`src/rtl/stopwatch_bcd4_pkg.sv`:
```
// ----------------------------------------------------------------------------
// stopwatch_bcd4_pkg
// Shared types and helpers for the four-digit BCD stopwatch.
//   sw_state_t     : control states IDLE / RUN / PAUSE
//   DIGIT_W        : width of one BCD digit (4)
//   bcd_increment  : add one decimal count to a four-digit BCD value
//   blank_mask     : leading-zero blank request for a four-digit BCD value
// ----------------------------------------------------------------------------
package stopwatch_bcd4_pkg;

   localparam int DIGIT_W    = 4;
   localparam int NUM_DIGITS = 4;
   localparam int BCD_W      = DIGIT_W * NUM_DIGITS;

   localparam logic [BCD_W-1:0] BCD_MAX = 16'h9999;

   typedef enum logic [1:0] {
      IDLE  = 2'd0,
      RUN   = 2'd1,
      PAUSE = 2'd2
   } sw_state_t;

   // Ripple a carry from the least significant digit upward. A digit at 9
   // (or, defensively, any non-BCD code) rolls to 0, so the result can
   // never contain A-F even if a register were upset.
   function automatic logic [BCD_W-1:0] bcd_increment(input logic [BCD_W-1:0] value);
      logic [BCD_W-1:0] result;
      logic             carry;
      result = value;
      carry  = 1'b1;
      for (int i = 0; i < NUM_DIGITS; i++) begin
         if (carry) begin
            if (value[i*DIGIT_W +: DIGIT_W] >= DIGIT_W'(9)) begin
               result[i*DIGIT_W +: DIGIT_W] = '0;
            end else begin
               result[i*DIGIT_W +: DIGIT_W] = value[i*DIGIT_W +: DIGIT_W] + DIGIT_W'(1);
               carry = 1'b0;
            end
         end
      end
      return result;
   endfunction

   // A digit is blanked only when it and every more significant digit are
   // zero. The least significant digit always shows, so 0000 reads "0".
   function automatic logic [NUM_DIGITS-1:0] blank_mask(input logic [BCD_W-1:0] value);
      logic [NUM_DIGITS-1:0] mask;
      mask    = '0;
      mask[3] = (value[15:12] == '0);
      mask[2] = mask[3] && (value[11:8] == '0);
      mask[1] = mask[2] && (value[7:4] == '0);
      return mask;
   endfunction

endpackage

```
`src/rtl/stopwatch_bcd4_key_debounce.sv`:
```
// ----------------------------------------------------------------------------
// key_debounce
// Synchronizes a raw active-low pushbutton, debounces it and emits a single
// registered press pulse per debounced press.
//   clock    : system clock
//   reset    : synchronous active-high reset
//   key_n_i  : raw asynchronous key, low = pressed
//   press_o  : one-cycle pulse on each accepted high-to-low transition
// ----------------------------------------------------------------------------
module key_debounce #(
   parameter int DEB_CYCLES = 1000000
) (
   input  logic clock,
   input  logic reset,
   input  logic key_n_i,
   output logic press_o
);

   localparam int               CNT_W   = $clog2(DEB_CYCLES + 1);
   localparam logic [CNT_W-1:0] CNT_MAX = CNT_W'(DEB_CYCLES);

   logic             sync1_q, sync2_q;
   logic             samp_q;           // previous synchronized sample
   logic [CNT_W-1:0] cnt_q, cnt_d;     // length of the current run of equal samples
   logic             level_q, level_d; // debounced key level
   logic             armed_q, armed_d; // a released level has been accepted since reset
   logic             press_q, press_d;

   // A new level is accepted once DEB_CYCLES identical samples have been seen.
   // The run counter saturates, so a held key re-accepts the same level every
   // cycle without ever producing a second pulse. Presses are only honoured
   // once a released level has been accepted after reset, which stops a key
   // held through reset from firing when reset lifts.
   always_comb begin
      // NOTE: every combinational output gets a default first so no path
      // leaves it unassigned, which would otherwise infer a latch.
      cnt_d   = CNT_W'(1);
      level_d = level_q;
      armed_d = armed_q;
      press_d = 1'b0;
      if (sync2_q == samp_q) begin
         cnt_d = (cnt_q == CNT_MAX) ? cnt_q : cnt_q + CNT_W'(1);
      end
      if (cnt_d == CNT_MAX) begin
         level_d = sync2_q;
         if (sync2_q) begin
            armed_d = 1'b1;
         end
         press_d = level_q && !sync2_q && armed_q;
      end
   end

   always_ff @(posedge clock) begin
      // NOTE: state registers use non-blocking assignment so every flop
      // samples the pre-edge values regardless of statement order.
      if (reset) begin
         sync1_q <= 1'b1;
         sync2_q <= 1'b1;
         samp_q  <= 1'b1;
         cnt_q   <= '0;
         level_q <= 1'b1;
         armed_q <= 1'b0;
         press_q <= 1'b0;
      end else begin
         sync1_q <= key_n_i;
         sync2_q <= sync1_q;
         samp_q  <= sync2_q;
         cnt_q   <= cnt_d;
         level_q <= level_d;
         armed_q <= armed_d;
         press_q <= press_d;
      end
   end

   assign press_o = press_q;

endmodule

```
`src/rtl/stopwatch_bcd4.sv`:
```
// ----------------------------------------------------------------------------
// stopwatch_bcd4
// Four-digit BCD stopwatch counting at TICK_HZ, controlled by a run/pause key
// and a clear key.
//   clock      : system clock, single domain
//   reset      : synchronous active-high reset
//   key_run_n  : raw run/pause pushbutton, active low
//   key_clr_n  : raw clear pushbutton, active low
//   bcd        : four BCD digits, [15:12] most significant
//   blank      : per-digit leading-zero blank request, bit i covers bcd[4i+3:4i]
//   running    : high while in RUN
//   wrap       : one-cycle pulse when the count rolls 9999 -> 0000
// ----------------------------------------------------------------------------
module stopwatch_bcd4
   import stopwatch_bcd4_pkg::*;
#(
   parameter int CLK_HZ     = 50000000,
   parameter int TICK_HZ    = 10,
   parameter int DEB_CYCLES = 1000000
) (
   input  logic                  clock,
   input  logic                  reset,
   input  logic                  key_run_n,
   input  logic                  key_clr_n,
   output logic [BCD_W-1:0]      bcd,
   output logic [NUM_DIGITS-1:0] blank,
   output logic                  running,
   output logic                  wrap
);

   localparam int             PRE_RATIO = CLK_HZ / TICK_HZ;
   localparam int             PRE_W     = (PRE_RATIO > 1) ? $clog2(PRE_RATIO) : 1;
   localparam logic [PRE_W-1:0] PRE_MAX = PRE_W'(PRE_RATIO - 1);

   logic run_press, clr_press;

   sw_state_t        state_q, state_d;
   logic [PRE_W-1:0] pre_q, pre_d;
   logic [BCD_W-1:0] bcd_q, bcd_d;
   logic             wrap_q, wrap_d;
   logic             running_q, running_d;
   logic             tick;

   key_debounce #(.DEB_CYCLES(DEB_CYCLES)) u_run_key (
      .clock   (clock),
      .reset   (reset),
      .key_n_i (key_run_n),
      .press_o (run_press)
   );

   key_debounce #(.DEB_CYCLES(DEB_CYCLES)) u_clr_key (
      .clock   (clock),
      .reset   (reset),
      .key_n_i (key_clr_n),
      .press_o (clr_press)
   );

   assign tick = (state_q == RUN) && (pre_q == PRE_MAX);

   // Clear wins over everything: it zeroes the count and prescaler even when
   // a tick or a run press lands in the same cycle. A run press that
   // coincides with a tick still lets that tick count before pausing.
   always_comb begin
      state_d = state_q;
      pre_d   = pre_q;
      bcd_d   = bcd_q;
      wrap_d  = 1'b0;
      case (state_q)
         IDLE: begin
            pre_d = '0;
            bcd_d = '0;
            if (!clr_press && run_press) begin
               state_d = RUN;
            end
         end
         RUN: begin
            if (clr_press) begin
               state_d = IDLE;
               pre_d   = '0;
               bcd_d   = '0;
            end else begin
               if (tick) begin
                  pre_d  = '0;
                  bcd_d  = bcd_increment(bcd_q);
                  wrap_d = (bcd_q == BCD_MAX);
               end else begin
                  pre_d = pre_q + PRE_W'(1);
               end
               if (run_press) begin
                  state_d = PAUSE;
               end
            end
         end
         PAUSE: begin
            // Prescaler holds, so resuming finishes the partial period.
            if (clr_press) begin
               state_d = IDLE;
               pre_d   = '0;
               bcd_d   = '0;
            end else if (run_press) begin
               state_d = RUN;
            end
         end
         default: begin
            state_d = IDLE;
            pre_d   = '0;
            bcd_d   = '0;
         end
      endcase
      running_d = (state_d == RUN);
   end

   always_ff @(posedge clock) begin
      if (reset) begin
         state_q   <= IDLE;
         pre_q     <= '0;
         bcd_q     <= '0;
         wrap_q    <= 1'b0;
         running_q <= 1'b0;
      end else begin
         state_q   <= state_d;
         pre_q     <= pre_d;
         bcd_q     <= bcd_d;
         wrap_q    <= wrap_d;
         running_q <= running_d;
      end
   end

   assign bcd     = bcd_q;
   assign running = running_q;
   assign wrap    = wrap_q;
   assign blank   = blank_mask(bcd_q);

endmodule

```
`config.mk`:
```
export PLATFORM = sky130hd
export DESIGN_NAME = stopwatch_bcd4
export DESIGN_NICKNAME = d
export VERILOG_FILES = /design/src/rtl/stopwatch_bcd4_pkg.sv /design/src/rtl/stopwatch_bcd4_key_debounce.sv /design/src/rtl/stopwatch_bcd4.sv
export SDC_FILE = /design/constraint.sdc
export NUM_CORES = 1
export LEC_CHECK = 0
export BUFFER_PORTS_ARGS = -buffer_cell sky130_fd_sc_hd__buf_4
export CAP_MARGIN = 30
export CELL_PAD_IN_SITES_DETAIL_PLACEMENT = 0
export CELL_PAD_IN_SITES_GLOBAL_PLACEMENT = 2
export CORE_UTILIZATION = 39
export DETAILED_ROUTE_END_ITERATION = 10
export HOLD_SLACK_MARGIN = 0.06
export PLACE_DENSITY = 0.88
export SYNTH_ARGS = -nofsm -noshare
export SYNTH_HDL_FRONTEND = slang
export SYNTH_HIERARCHICAL = 1
export SYNTH_SLANG_ARGS = --single-unit
```
`constraint.sdc`:
```
create_clock -name clock -period 2.55 [get_ports clock]
set_input_delay 0.255 -clock clock [delete_from_list [all_inputs] [get_ports clock]]
set_output_delay 0.255 -clock clock [all_outputs]
set_load 0.02 [all_outputs]
```
==> After elaboration in Yosys (flattened, before gate mapping) <==
Index checks and enable logic that the tools add are counted.
{ "op_classes": {"n_addsub": 7, "magnitude_cmp": 4, "n_eq_ne": 16, "n_mux": 39, "bitwise_logic": 4, "reduce_logical": 24} }
{ "ops": {"columns": ["op", "count"], "rows": [
  ["$eq 20x20->1 const B", 4],
  ["$mux 20", 4],
  ["$mux 23", 3],
  ["$mux 16", 3],
  ["$pmux 23 s2", 1],
  ["$add 20x1->20 const B", 2],
  ["$pmux 16 s2", 1],
  ["$mux 4", 7],
  ["$add 23x1->23 const B", 1],
  ["$eq 23x23->1 const B", 1],
  ["$add 4x1->4 const B", 4],
  ["$eq 16x16->1 const B", 1],
  ["$ge 4x4->1 const B", 4],
  ["$mux 1", 14],
  ["$logic_not 4->1", 3],
  ["$mux 2", 5],
  ["$ne 3x1->1 const B", 3],
  ["$reduce_and 3->1", 3],
  ["$logic_and 1x1->1", 8],
  ["$pmux 2 s3", 1],
  ["$reduce_and 2->1", 3],
  ["$eq 2x1->1 const B", 2],
  ["$not 1->1", 4],
  ["$reduce_or 2->1", 2],
  ["7 further kinds", 10]
]} }
{ "totals": {"register_bits": 95, "word_cells": 116} }

==> Depth between registers and ports, before layout <==
{ "depth": {"depth_word": 17, "mapped_depth": 8, "mapped_depth_nobuf": 8} }

==> Modules after synthesis <==
Netlist, hierarchy kept.
{ "by_module_without_submodules": {"columns": ["module", "n_inst", "cells_each", "area_per_inst_um2"], "rows": [
  ["stopwatch_bcd4", 1, 270, 2526.2],
  ["key_debounce at u_clr_key", 1, 159, 1361.3],
  ["key_debounce at u_run_key", 1, 155, 1301.2]
]} }

==> Worst setup path before layout <==
Ideal clock, no wire load.
{ "synth_path": {"kind": "register to register", "from": "register u_clr_key.cnt_q[0]", "to": "register u_clr_key.level_q", "arrival_time_ns": 2.190, "t_required_ns": 2.430, "slack_ns": 0.240, "path_stages_with_launch": 9, "path_buffers": 0, "period_less_slack_ns": 2.310, "path_cell_list": "dfxtp_1 -> inv_1 -> ha_1 -> or4b_1 -> nor4_4 -> mux2i_1 -> nor4_4 -> and3_1 -> a211o_1"} }
{ "synth_between": {"elab_chain_len": 4, "elab_cells_between_ends": 5} }
{ "synth_lines": {"columns": ["item", "line", "rtl"], "rows": [
  ["start, declared", "stopwatch_bcd4_key_debounce.sv:24", "logic [CNT_W-1:0] cnt_q, cnt_d;"],
  ["start signal, assigned", "stopwatch_bcd4_key_debounce.sv:68", "cnt_q <= cnt_d;"],
  ["$add 20x1->20 or $eq 20x20->1 (tied branches)", "stopwatch_bcd4_key_debounce.sv:42", "cnt_d = (cnt_q == CNT_MAX) ? cnt_q : cnt_q + CNT_W'(1);"],
  ["$mux 20 (*)", "stopwatch_bcd4_key_debounce.sv:42", null],
  ["$mux 20 (*)", "stopwatch_bcd4_key_debounce.sv:41", "if (sync2_q == samp_q) begin"],
  ["$eq 20x20->1 (*)", "stopwatch_bcd4_key_debounce.sv:44", "if (cnt_d == CNT_MAX) begin"],
  ["end signal, assigned", "stopwatch_bcd4_key_debounce.sv:69", "level_q <= level_d;"],
  ["end, declared", "stopwatch_bcd4_key_debounce.sv:25", "logic level_q, level_d;"]
]} }
Mark *: on every way between the ends. The rest lies on a longest branch, timed or not.
A chain may end at the register's enable or synchronous reset.

==> Worst setup path after layout <==
Ends and elaborated chain as after synthesis.

==> results_dict.tcl <==
set metrics [dict create \
    timing.setup.tns_ns 0 \
    fin_hold_ws_ns 0.0894 \
    post_drt_via_cell_ratio 5.25 \
    wl_per_cell_um 14.2 \
    power.switching_uw 637 \
    layout_min_cycle_time_ns 2.42 \
    period_share_pct 94.9 \
    fin_nets 638 \
    crit_fanout 5 \
    cp_common_cell "nor4_4" \
    syn_area_per_cell_um2 8.88 \
    row_count 41 \
    rsz0062_at_grt "false" \
    cts.sinks 95 \
    fillers 1236 \
    worst_hold_path.num_cells 2 \
    r2r-end "u_clr_key/level_q" \
    io_pins 26 \
    synth_nets 607 \
    synth_cell_types 78 \
    ys_warn_count 6 \
    ys_seq_area_share_pct 36.7 \
    hpwl_mm 8.11 \
    grt_pass1_wl_mm 19.3 \
    status "finished, final reports clean" \
    p_clk_share_pct 44.4 \
    r2r-start "u_clr_key/cnt_q[0]" \
    grt_overflow 0 \
    final-hold-violation-count 0 \
    grt_antenna_before_repair 0 \
    syn_to_final_growth_pct 13.1 \
    cp-start-kind "register" \
    grt_max_degree 38 \
    cts_buffers 9 \
    hold_start "key_run_n" \
    slew_headroom_pct 49.3 \
    wirelength_mm 11.2 \
    fin_skew_ns 0.00792 \
    gp_congestion 0.871 \
    min_path_type "primary input to register" \
    cts_tree "yes" \
    regArea_um2 1900 \
    async_reset_ff_share_pct 0 \
    initial_core_util_pct 40.6 \
    htree_levels 3 \
    path_cells "inv_2 -> ha_1 -> or4b_1 -> nor4_4 -> mux2i_1 -> nor4_4 -> buf_4 -> and3_1 -> a211o_1" \
    crit_path_start "u_clr_key/cnt_q[0]" \
    place_area_um2 5580 \
    worstMarginPinSlew_ns 0.760 \
    synthCells 584 \
    crit_type "register to register" \
    p_seq_share_pct 52.5 \
    ys_ff_latch 95 \
    die_area_um2 13800 \
    setup_viol 0 \
    synth_edf_count 0 \
    die_x_um 117 \
    sw_frac_of_total_pct 22.1 \
    clkLatencyLatePin_ns 0.35 \
    dr_total_vias 4156 \
    intPower_uw 2240 \
    port_buffers 24 \
    path_clk_slew_ns 0.07 \
    drt_iter0_markers 260 \
    syn_area_um2 5190 \
    vdd_drop_max_uv 343 \
    slowest_delay_ns 0.49 \
    drc_errors 0 \
    reg2reg_slack_ns 0.13 \
    clockRootBuffer "clkbuf_16" \
    drive_gt1_share_pct 16.3 \
    synth-main-ff-cell "dfxtp_1" \
    max_freq_ghz 0.413 \
    coreArea_um2 12800 \
    crit_required_ns 2.79 \
    grt_pass1_vias 3987 \
    ff2ff_path_depth 9 \
    hold_end "u_run_key/sync1_q" \
    drtAntennaViolNets 0 \
    drt_first_pass_iters 4 \
    maxSlewViolCount 0 \
    comb_power_share_pct 3.1 \
    multi_input_area_um2 3060 \
    power_density_nw_per_um2 490 \
    slowest_stage "or4b_1" \
    die_h_um 117 \
    cts_max_path_buffers 2 \
    cp.arrival_ns 2.66 \
    cp-end-kind "register" \
    max-cap-violations 0 \
    leakage_uw 0.00196 \
    diodes 0 \
    fin_area_um2 5870 \
    grt_use_total_pct 17.1 \
]
==> layout make-up <==
type / count / area share (%)
Clock inverter: 3 / 0.298
Clock buffer: 13 / 4.43
Timing Repair Buffer: 40 / 5.33
Sequential cell: 95 / 32.4
Inverter: 26 / 1.66
Multi-Input combinational cell: 443 / 52.2
Tap cell: 172 / 3.67
==> cell usage after synthesis, drive strengths merged, types with 4 or more instances <==
master | number | share of area, %
nor2 | 96 | 8.6
o211ai | 4 | 0.58
nand2b | 6 | 0.72
and4 | 6 | 1.0
nand3 | 35 | 3.5
or2 | 6 | 0.72
nor3b | 9 | 1.5
or3b | 4 | 0.72
inv | 26 | 1.9
xor2 | 34 | 5.7
nor4 | 10 | 2.2
nor2b | 6 | 0.72
nand4 | 22 | 2.9
or3 | 4 | 0.48
nand2 | 29 | 2.2
mux2i | 7 | 1.4
clkbuf | 9 | 0.65
a21oi | 12 | 1.2
dfxtp | 95 | 37
buf | 11 | 1.8
o21ai | 9 | 0.87
ha | 19 | 4.6
and3 | 11 | 1.3
a31oi | 5 | 0.60
xnor2 | 30 | 5.1
a41oi | 4 | 0.68
o31ai | 4 | 0.84
nor3 | 25 | 2.8
==> cells in the final DEF (no fill, tap or decap), types with 5 or more instances in the layout <==
cell type	count
xnor2_1	30
mux2i_1	7
nand2b_1	6
nand4_1	20
nor3_1	22
nor2_1	82
nor2_4	10
nor2b_1	6
nor3b_1	8
buf_4	39
nor4_1	6
dfxtp_1	93
and3_1	11
nand3_1	34
and4_1	6
inv_1	25
nand2_1	28
clkbuf_16	9
xor2_1	34
ha_1	19
a31oi_1	5
a21oi_1	12
o21ai_0	8
==> routing by layer <==
metal  vias up  part of all wire (%)  routed length [µm]  global-route usage (%)
met3        10                   3.5                 391                    2.68
met1      1958                    48                5350                    22.2
met5         -                     0                   0                       0
met4         0                   1.8                 199                    7.31
met2        70                    47                5300                    27.9
li1       2118                     -                   -                       -
==> flip-flops by register name, indices dropped and copies added, names as in the netlist, 2 cells and up <==
| signal | flops |
|---|---|
| bcd | 16 |
| u_clr_key/cnt_q | 20 |
| u_run_key/cnt_q | 20 |
| state_q | 2 |
| pre_q | 23 |
==> worst max-delay path: cells and delay by family, from the launching register on <==
family	cells	cell delay, ns
AO/OA/AOI/OAI	1	0.26
buffers and inverters	2	0.23
adder cells (fa/ha/maj)	1	0.15
multiplexers	1	0.31
flip-flops	1	0.34
AND/OR/NAND/NOR	4	1.02
==> kinds of logic (layout without fill, tap and decap cells) <==
kind of cell    Yosys count  count (layout)  synth area share [%]
compound gates           61              61                  8.32
fa+ha+maj                19              19                  4.58
other cells               1               1                0.0723
mux                      10              10                  2.07
xor+xnor                 64              64                  10.8
buf+inv                  46              82                  4.34
flops                    95              95                  36.7
simple gates            288             288                  33.2
==> worst max-delay path by stage <==
| stage | slack [ns] | depth (start not counted) | endpoint |
|---|---|---|---|
| after CTS | 0.07 | 8 | u_clr_key/level_q |
| after global placement | 0.18 | 8 | u_clr_key/level_q |
| final | 0.13 | 9 | u_clr_key/level_q |
| after global routing | 0.004 | 9 | u_clr_key/level_q |
| after floorplan | 0.24 | 8 | u_clr_key/level_q |
| after detailed placement | 0.10 | 8 | u_clr_key/level_q |
==> power by group through the flow <==
stage                     logic, µW  clock network, µW  registers [µW]
final                          89.3               1280            1510
after global routing           99.9               1380            1510
after CTS                      89.8               1320            1510
after detailed placement       89.0                  0            1540
after global placement         88.4                  0            1540
after floorplan                68.9                  0            1540
==> timing repair <==
action	4_1_cts	5_1_grt
buffers inserted	0	1
hold buffers	0	0
setup endpoints to repair	0	1
resized for setup	0	3
==> stage by stage <==
step | utilization, % | std cells | worst slack (ns) | total power (µW)
CTS | 45.9 | 791 | 0.0711 | 2920
finish | 45.9 | 792 | 0.130 | 2880
global placement | 43.7 | 775 | 0.183 | 1630
global route | 45.9 | 792 | 0.00413 | 2990
floorplan | - | 584 | 0.240 | 1610
detailed placement | 43.7 | 775 | 0.101 | 1630
(Power assumes the default switching activity.)
